[src/rtl/fft_mag_pkg.sv]
// Shared types and default sizing for the FFT magnitude-squared stream.
package fft_mag_pkg;

  localparam int DEF_NSAMPLES = 1024;
  localparam int DEF_WIN      = 16;

  typedef enum logic {
    IDLE  = 1'b0,
    FRAME = 1'b1
  } state_t;

endpackage

[src/rtl/fft_mag_square.sv]
// Registered signed square of one FFT component; the register loads only on enable.
module fft_mag_square
  import fft_mag_pkg::*;
#(
  parameter int WIn = DEF_WIN
) (
  input  logic               clk,
  input  logic               reset,
  input  logic               i_en,
  input  logic [WIn-1:0]     i_x,
  output logic [2*WIn-1:0]   o_sq
);

  logic signed [2*WIn-1:0] w_prod;
  logic [2*WIn-1:0]        r_sq;

  // Operands sign-extend to 2*WIn before multiplying, so the square is exact.
  assign w_prod = $signed(i_x) * $signed(i_x);

  always_ff @(posedge clk) begin
    if (!reset) begin
      r_sq <= '0;
    end else if (i_en) begin
      r_sq <= $unsigned(w_prod);
    end
  end

  assign o_sq = r_sq;

endmodule

[src/rtl/fft_mag_stream.sv]
// Two-stage re^2+im^2 pipeline with window framing checks.
// Define FFT_MAG_KIDX_EN to add the natural-order bin index output mag_k.
module fft_mag_stream
  import fft_mag_pkg::*;
#(
  parameter int NSamples = DEF_NSAMPLES,
  parameter int WIn      = DEF_WIN,
  parameter int W        = 2*WIn+1,
  parameter int NBits    = $clog2(NSamples)
) (
  input  logic             clk,
  input  logic             reset,
  input  logic [WIn-1:0]   re,
  input  logic [WIn-1:0]   im,
  input  logic             in_valid,
  input  logic             in_last,
  output logic [W-1:0]     mag,
  output logic             mag_valid,
  output logic             mag_last,
  output logic             frame_err
`ifdef FFT_MAG_KIDX_EN
  ,
  output logic [NBits-1:0] mag_k
`endif
);

  localparam logic [NBits-1:0] LastIdx = NBits'(NSamples - 1);

  state_t           r_state, w_state_next;
  logic [NBits-1:0] r_cnt, w_cnt_next;
  logic             w_at_end, w_close, w_err;
  logic [2*WIn-1:0] w_re_sq, w_im_sq;

  logic             r_s1_valid, r_s1_last, r_s1_err;
  logic [W-1:0]     r_mag;
  logic             r_mag_valid, r_mag_last, r_frame_err;

  fft_mag_square #(.WIn(WIn)) u_sq_re (
    .clk(clk), .reset(reset), .i_en(in_valid), .i_x(re), .o_sq(w_re_sq)
  );

  fft_mag_square #(.WIn(WIn)) u_sq_im (
    .clk(clk), .reset(reset), .i_en(in_valid), .i_x(im), .o_sq(w_im_sq)
  );

  always_ff @(posedge clk) begin
    if (!reset) begin
      r_state <= IDLE;
      r_cnt   <= '0;
    end else begin
      r_state <= w_state_next;
      r_cnt   <= w_cnt_next;
    end
  end

  // A window closes on in_last or on the final index; a mismatch between the two is a framing error.
  always_comb begin
    w_state_next = r_state;
    w_cnt_next   = r_cnt;
    w_at_end     = (r_cnt == LastIdx);
    w_close      = 1'b0;
    w_err        = 1'b0;
    if (in_valid) begin
      w_close = in_last | w_at_end;
      w_err   = in_last ^ w_at_end;
      if (w_close) begin
        w_state_next = IDLE;
        w_cnt_next   = '0;
      end else begin
        w_state_next = FRAME;
        w_cnt_next   = r_cnt + 1'b1;
      end
    end
  end

  always_ff @(posedge clk) begin
    if (!reset) begin
      r_s1_valid  <= 1'b0;
      r_s1_last   <= 1'b0;
      r_s1_err    <= 1'b0;
      r_mag       <= '0;
      r_mag_valid <= 1'b0;
      r_mag_last  <= 1'b0;
      r_frame_err <= 1'b0;
    end else begin
      r_s1_valid  <= in_valid;
      r_s1_last   <= w_close;
      r_s1_err    <= w_err;
      r_mag_valid <= r_s1_valid;
      r_mag_last  <= r_s1_last;
      r_frame_err <= r_s1_err;
      // mag holds its previous value through gaps.
      if (r_s1_valid) begin
        r_mag <= W'(w_re_sq) + W'(w_im_sq);
      end
    end
  end

  assign mag       = r_mag;
  assign mag_valid = r_mag_valid;
  assign mag_last  = r_mag_last;
  assign frame_err = r_frame_err;

`ifdef FFT_MAG_KIDX_EN
  logic [NBits-1:0] w_cnt_rev;
  logic [NBits-1:0] r_s1_k, r_mag_k;

  // FFT output arrives bit-reversed; reversing the count gives the natural bin.
  for (genvar gi = 0; gi < NBits; gi++) begin : g_rev
    assign w_cnt_rev[gi] = r_cnt[NBits-1-gi];
  end

  always_ff @(posedge clk) begin
    if (!reset) begin
      r_s1_k  <= '0;
      r_mag_k <= '0;
    end else begin
      if (in_valid) begin
        r_s1_k <= w_cnt_rev;
      end
      if (r_s1_valid) begin
        r_mag_k <= r_s1_k;
      end
    end
  end

  assign mag_k = r_mag_k;
`endif

endmodule

[config.mk]
export PLATFORM = sky130hd
export DESIGN_NAME = fft_mag_stream
export DESIGN_NICKNAME = d
export VERILOG_FILES = /design/src/rtl/fft_mag_pkg.sv /design/src/rtl/fft_mag_square.sv /design/src/rtl/fft_mag_stream.sv
export SDC_FILE = /design/constraint.sdc
export NUM_CORES = 1
export LEC_CHECK = 0
export ABC_AREA = 1
export BUFFER_PORTS_ARGS = -buffer_cell sky130_fd_sc_hd__buf_2
export CORE_MARGIN = 5
export CORE_UTILIZATION = 50
export DETAILED_ROUTE_END_ITERATION = 8
export HOLD_SLACK_MARGIN = 0.12
export PLACE_DENSITY = 0.66
export SLEW_MARGIN = 15
export SYNTH_ARGS = -nofsm -noshare
export SYNTH_HDL_FRONTEND = slang
export SYNTH_SLANG_ARGS = --single-unit
[constraint.sdc]
create_clock -name clk -period 15.9 [get_ports clk]
set_clock_uncertainty 0.05 [all_clocks]
set_input_delay 1.59 -clock clk [delete_from_list [all_inputs] [get_ports clk]]
set_output_delay 1.59 -clock clk [all_outputs]
set_load 0.05 [all_outputs]
* Word-level counts from Yosys, hierarchy flattened
Cells that the tools add are included.
W data, S select, Z words.
** Storage, ports and cells
- Bits in registers :: 113
- Bits in latches :: 0
- RAM bits :: 0
- ROM bits :: 0
- Input port bits :: 36
- Output and inout port bits :: 36
- Logic and storage cells :: 19
- Memories kept :: 0
** Cells by class
- $add $sub $neg :: 2
- Multiply operators :: 2
- Divide/modulo/power cells :: 0
- Magnitude comparators :: 0
- Equal/unequal tests :: 1
- Shift operators :: 0
- Muxes and demuxes :: 1
- Bitwise operators :: 2
- Reduce and logical (&&, ||, !) cells :: 1
** Operators with widths (number)
- $mul A16 B16 Y32 :: 2
- $add A32 B32 Y33 :: 1
- $add A10 B1 Y10 const B :: 1
- $eq A10 B10 Y1 const B :: 1
- $mux W10 :: 1
- $reduce_and A2 Y1 :: 1
- $or A1 B1 Y1 :: 1
- $xor A1 B1 Y1 :: 1

* Depth between registers and ports, before layout
Gate-level depths: netlist (run 1).
- Depth after elaboration :: 3
- Mapped depth :: 29

* By module
A second synthesis (run 1) with hierarchy kept.
** Unflattened totals
- Cells, all modules :: 3717
- Area, all modules :: 26367.8 um^2
** Modules (own cells, without submodules)
- fft_mag_square at u_sq_im :: instances 1, cells each 1497, area an instance 11121.9 um^2
- fft_mag_square at u_sq_re :: instances 1, cells each 1483, area an instance 11056.9 um^2
- fft_mag_stream :: instances 1, cells each 737, area an instance 4189.0 um^2

* Least setup slack after synthesis (run 1)
Ideal clock, no wire load.
- Path type :: input to register
- Start :: in re[1]
- End :: reg u_sq_re.r_sq[31], in the netlist u_sq_re.o_sq[31]
- Library setup time :: 0.117 ns
- Arrival time :: 6.773 ns
- Data required time :: 15.733 ns
- Slack :: 8.960 ns
- Stages on the path :: 23
- Path buffers :: 2
- Cells stage by stage :: clkbuf_1 clkbuf_1 nand2_1 inv_1 fa_1 fa_1 fa_1 fa_1 fa_1 inv_1 fa_1 inv_1 ha_1 nand2_1 nor2_2 inv_2 nor2_4 and3_1 nand2_1 nand2_1 nor2_1 nor2_1 nor2_1
** On the way
- Longest elaborated chain between the ends :: 1
** RTL lines
- start: declaration :: line fft_mag_stream.sv:13 : input logic [WIn-1:0] re,
- $mul A16 B16 Y32 :: line fft_mag_square.sv:18 : assign w_prod = $signed(i_x) * $signed(i_x);
- end signal: assignment :: line fft_mag_square.sv:24 : r_sq <= $unsigned(w_prod);
- end: declaration :: line fft_mag_square.sv:15 : logic [2*WIn-1:0] r_sq;
No other way between the ends.
A chain may end at the register's enable or synchronous reset.

* Final worst setup path (run 1)
- Start :: in re[15]
- End :: reg u_sq_re.r_sq[29], in the netlist u_sq_re.o_sq[29]
Same word-level chain as after synthesis.

==> results of run 1 <==
worst min-delay path by stage:
stage	from	endpoint	slack, ns	cells past startpoint
final	r_s1_last	mag_last	0.37	2
after global routing	r_s1_last	mag_last	0.40	2
after CTS	r_s1_last	mag_last	0.37	2
after detailed placement	r_s1_last	mag_last	0.35	2
after global placement	r_s1_last	mag_last	0.35	2
after floorplan	r_s1_err	frame_err	0.34	2
flip-flops by register name, indices dropped and copies added, names as in the netlist:
signal,count
mag_last,1
frame_err,1
mag_valid,1
mag,33
r_cnt,10
u_sq_re.o_sq,31
r_s1_valid,1
r_s1_last,1
u_sq_im.o_sq,31
r_s1_err,1
through the flow:
| stage | cells | instance area (sq um) | setup slack [ns] |
|---|---|---|---|
| 4_1_cts | 4263 | 27120 | 8.938 |
| 2_1_floorplan | 3590 | 26000 | 8.960 |
| 3_5_place_dp | 4247 | 26840 | 8.565 |
| 3_3_place_gp | 4247 | 26840 | 8.596 |
| 5_1_grt | 4263 | 27120 | 8.574 |
| 6_report | 4263 | 27120 | 8.973 |
worst min-delay path: cells and delay by family, from the launching register on:
| family | cells | cell delay, ns |
|---|---|---|
| and+or+nand+nor | 1 | 0.04 |
| DFF | 1 | 0.31 |
| buffers and inverters | 1 | 0.04 |
metal layers:
metal / part of all wire (%) / vias to the layer above / global-route usage (%)
li1: - / 10360 / -
met1: 47 / 9689 / 30.68
met2: 46 / 429 / 36.51
met3: 4.7 / 59 / 2.300
met4: 1.7 / 0 / 3.861
met5: 0 / - / 0
logic make-up after synthesis:
group           count (synthesis)
simple gates                 1392
buf+inv                      1152
fa+ha+maj                     681
compound gates                199
flops                         111
xor+xnor                       55
synth_stat cells, drive strengths merged:
cell            n  share of area (%)
a211oi          1              0.029
a21o            5               0.14
a21oi          88                1.9
a221oi          1              0.034
a31o            4               0.13
a31oi           1              0.024
and2            4               0.11
and3            2              0.067
buf             9               0.16
clkbuf         87                1.3
clkinv          1              0.014
dfxtp         111                8.5
dlygate4sd1     1              0.034
fa            468                 36
ha            213                 10
inv          1054                 15
nand2         938                 14
nand3         149                3.0
nand3b          4               0.12
nand4          39               0.94
nor2          226                3.5
nor3           23               0.48
nor4            1              0.024
o211ai          2              0.058
o21a            1              0.029
o21ai          64                1.2
o21bai         28               0.81
o221ai          1              0.034
o31ai           3              0.087
or2             6               0.14
xnor2          15               0.51
xor2           40                1.3
final cells by class:
class	count	area (sq um)
Multi-Input combinational cell	2327	19420
Timing Repair Buffer	74	377.9
Sequential cell	111	2223
Fill cell	5194	24280
Clock inverter	5	41.29
Inverter	1055	3960
Clock buffer	11	242.7
Tap cell	680	850.8
==> run summary, run 1 <==
outcome - finished, final reports clean
Reg2Reg Depth - 10
cts repair resizes - 0
WL final - 58,910 um
Slew headroom - 32.65%
synthesized area per cell - 7.243 sq um
CTS buffer count - 9
Avg Vias per Cell - 4.818
drt first pass iters - 5
DP Wirelength - 50,450 um
Final TNS setup - 0 ns
worst stage delay on the critical path - 0.89 ns
post-synthesis mux area share - 0%
R2R Path Start - r_cnt[0]
Hold-fix buffers, CTS - 0
GR Overflow Total - 0
most frequent CP cell - fa_1
Crit. End Element - flip-flop
Initial Util - 50.59%
netlist area before placement - 0.02600 sq mm
Synth cell types - 48
Die Ht - 238.1 um
# rows - 83
worst-margin pin slew - 1.010 ns
Root Buffer - clkbuf_16
Via Count - 20,540
largest net degree at the start of global routing - 83
crit start category - input pin
Final Wtd Congestion - 0.9446
Area Overhead vs Synth - 4.297%
Simple-Gate Fraction of Synth Area - 22.09%
die width - 238.1 um
layout cells sized above 1 - 4.493%
die area - 0.05667 sq mm
cells after synthesis - 3,590
gr usage total - 21.58%
Inserted Diodes - 0
Hold/Removal Path Class - flip-flop to flip-flop
yosys warns - 0
first-pass GRT wire length - 101,700 um
CP max FO - 22
R2R setup slack - 13.42 ns
DR WL/cell - 13.82 um
fin nets - 4,295
Port Buf Inserts - 71
worst path arrival time - 7.15 ns
Buf/Inv on CP - 5
Longest Clk Path Bufs - 2
number of global-route vias before repair - 21,120
final hold slack - 0.3653 ns
Core ar. - 0.05141 sq mm
CTS H-tree depth - 3
most common cell after layout, fill and taps aside - inv_1
Compound-Gate Fraction of Synth Area - 4.480%
largest family of logic cells by synthesized area - adder cells
antenna violations before repair - 0
CP Class - input pin to flip-flop
CTS tree - done
Largest delay share family, worst path - adder cells
worst setup path end - u_sq_re.o_sq[29]
Worst Path Required - 16.13 ns
TritonCTS Sinks - 111
Period minus WS final - 6.927 ns
post-route ant nets - 0
detailed-route DRC error count - 0
Ports - 72
setup repair bufs after CTS - 0
Final Core Density - 52.76%
max-cap violations - 0
most frequent cells in the layout - inv_1, nand2_1, fa_1
Fin. Hold Viols - 0
register bit total from synthesis - 111
final setup vio count - 0
Worst Setup SP - re[15]
crit-path cells - buf_2, nand2_1, inv_1, fa_1, fa_1, fa_1, fa_1, fa_1, inv_1, fa_1, inv_1, ha_1, nand2_1, nor2_1, nand2_1, nor3_1, nand2_1, nand4_1, nand3_1, nand2_1, inv_1
XOR/XNOR Fraction of Synth Area - 1.852%
RSZ-0062 raised after global routing - false
Crit path depth - 21
Critical Path Slowest Stage Cell - fa_1
final period utilization - 43.57%
clk_lat worst skew - 0.37 ns
Max Clk Rate - 144.4 MHz
reg2reg end - r_cnt[3]
Post-Syn Nets - 4,307
clk slew on worst S/H paths - 0.08 ns
fin. max-slew vios - 0
initial DRC count - 1,000
sequential-to-total area share from yosys stat - 8.545%
post-synthesis adder-cell area fraction - 46.28%
Power of run 1 is not shown: default switching activity piles up to over one toggle a cycle in this logic, so the estimate is an artifact.
==> run 2: changes to the inputs <==
==> constraint.sdc (replaced) <==
create_clock -name clk -period 6.55 [get_ports clk]
set_clock_uncertainty 0.05 [all_clocks]
set_input_delay 0.655 -clock clk [delete_from_list [all_inputs] [get_ports clk]]
set_output_delay 0.655 -clock clk [all_outputs]
set_load 0.05 [all_outputs]
==> run summary, run 2 (synthesis gave the netlist of run 1 again) <==
WL final - 59,840 um
CTS H-tree depth - 3
Die Ht - 238.1 um
met2 usage - 36.70%
Hold-fix buffers, CTS - 0
most common cell after layout, fill and taps aside - inv_1
crit-path cells - buf_2, nand2_1, inv_1, fa_1, fa_1, fa_1, fa_1, fa_1, inv_1, fa_1, inv_1, ha_1, nand2_1, nor2_1, inv_1, nor2_1, nand3_1, nand4_1, nand3_1, nand2_1, inv_1
setup repair bufs after CTS - 0
Worst Setup SP - im[2]
Worst Path Required - 6.77 ns
worst path arrival time - 6.13 ns
Most Used Layer, Global Route - met2
Core ar. - 0.05141 sq mm
DP Wirelength - 52,020 um
Period minus WS final - 5.909 ns
Ports - 72
Final TNS setup - 0 ns
post-route insts no fill - 4,281
cts repair resizes - 0
final period utilization - 90.22%
CP Class - input pin to flip-flop
post-route ant nets - 0
Slew headroom - 29.04%
# rows - 83
TritonCTS Sinks - 111
CTS tree - done
detailed-route DRC error count - 0
number of global-route vias before repair - 21,080
placed insts - 4,265
Longest Clk Path Bufs - 2
Avg Vias per Cell - 4.801
final setup vio count - 0
crit start category - input pin
final hold slack - 0.3692 ns
fin nets - 4,313
Final Wtd Congestion - 0.9514
Fin. Hold Viols - 0
Area Overhead vs Synth - 4.850%
Port Buf Inserts - 71
gr usage total - 21.98%
clk slew on worst S/H paths - 0.08 ns
Inserted Diodes - 0
Via Count - 20,550
drt first pass iters - 5
routing usage on met1 - 32.00%
Critical Path Slowest Stage Cell - fa_1
outcome - finished, final reports clean
Initial Util - 50.59%
Max Clk Rate - 169.2 MHz
Crit. End Element - flip-flop
max-cap violations - 0
most frequent cells in the layout - inv_1, nand2_1, fa_1
worst-margin pin slew - 1.063 ns
GR Overflow Total - 0
die width - 238.1 um
CTS buffer count - 9
min-delay src - r_s1_last
RSZ-0062 raised after global routing - false
CP max FO - 17
max FFs per register - 33
largest net degree at the start of global routing - 55
clk_lat worst skew - 0.36 ns
antenna violations before repair - 1
worst stage delay on the critical path - 0.84 ns
first-pass GRT wire length - 103,700 um
fin. max-slew vios - 0
die area - 0.05667 sq mm
Hold/Removal Path Class - flip-flop to flip-flop
layout cells sized above 1 - 4.971%
initial DRC count - 1,087
most frequent CP cell - fa_1
Root Buffer - clkbuf_16
DR WL/cell - 13.98 um
grt met3 use - 2.023%
R2R Path Start - r_cnt[0]
[run 2: changes by cell type in the layout (fill, tap and decap cells not counted), sizes merged]
cell and change:
buf +18, clkbuf +1, clkinv -2, inv +1
[run 2: cell type report]
| type | instances | area (sq um) |
|---|---|---|
| Inverter | 1055 | 3960 |
| Timing Repair Buffer | 92 | 513.0 |
| Multi-Input combinational cell | 2327 | 19420 |
| Fill cell | 5108 | 24140 |
| Clock buffer | 12 | 256.5 |
| Sequential cell | 111 | 2223 |
| Clock inverter | 4 | 36.28 |
| Tap cell | 680 | 850.8 |
[run 2: worst max-delay path: cells and delay by family]
kind | cells | cell delay [ns]
fa+ha+maj | 7 | 3.67
simple gates | 8 | 1.17
buf+inv | 6 | 0.63
[run 2: per-stage QoR]
step                area (sq um)  utilization (%)  worst slack, ns
global placement           26970            52.47           0.3150
detailed placement         26970            52.47           0.2659
CTS                        27260            53.04           0.6448
floorplan                  26000                -           0.5449
finish                     27260            53.04           0.6409
global route               27260            53.04           0.2985
[run 2: worst paths after layout]
check,end,slack [ns],cells past startpoint
max,u_sq_im.o_sq[27],0.64,21
min,mag_last,0.37,2
min reg2reg,mag_last,0.37,2
max reg2reg,r_cnt[3],4.05,10
[run 2: layer usage]
layer	routed length [um]	share of wire, %
met5	13	0.022
met2	27740	46
met1	28860	48
met4	991	1.7
met3	2241	3.7
Power of run 2 is left out for the same reason.
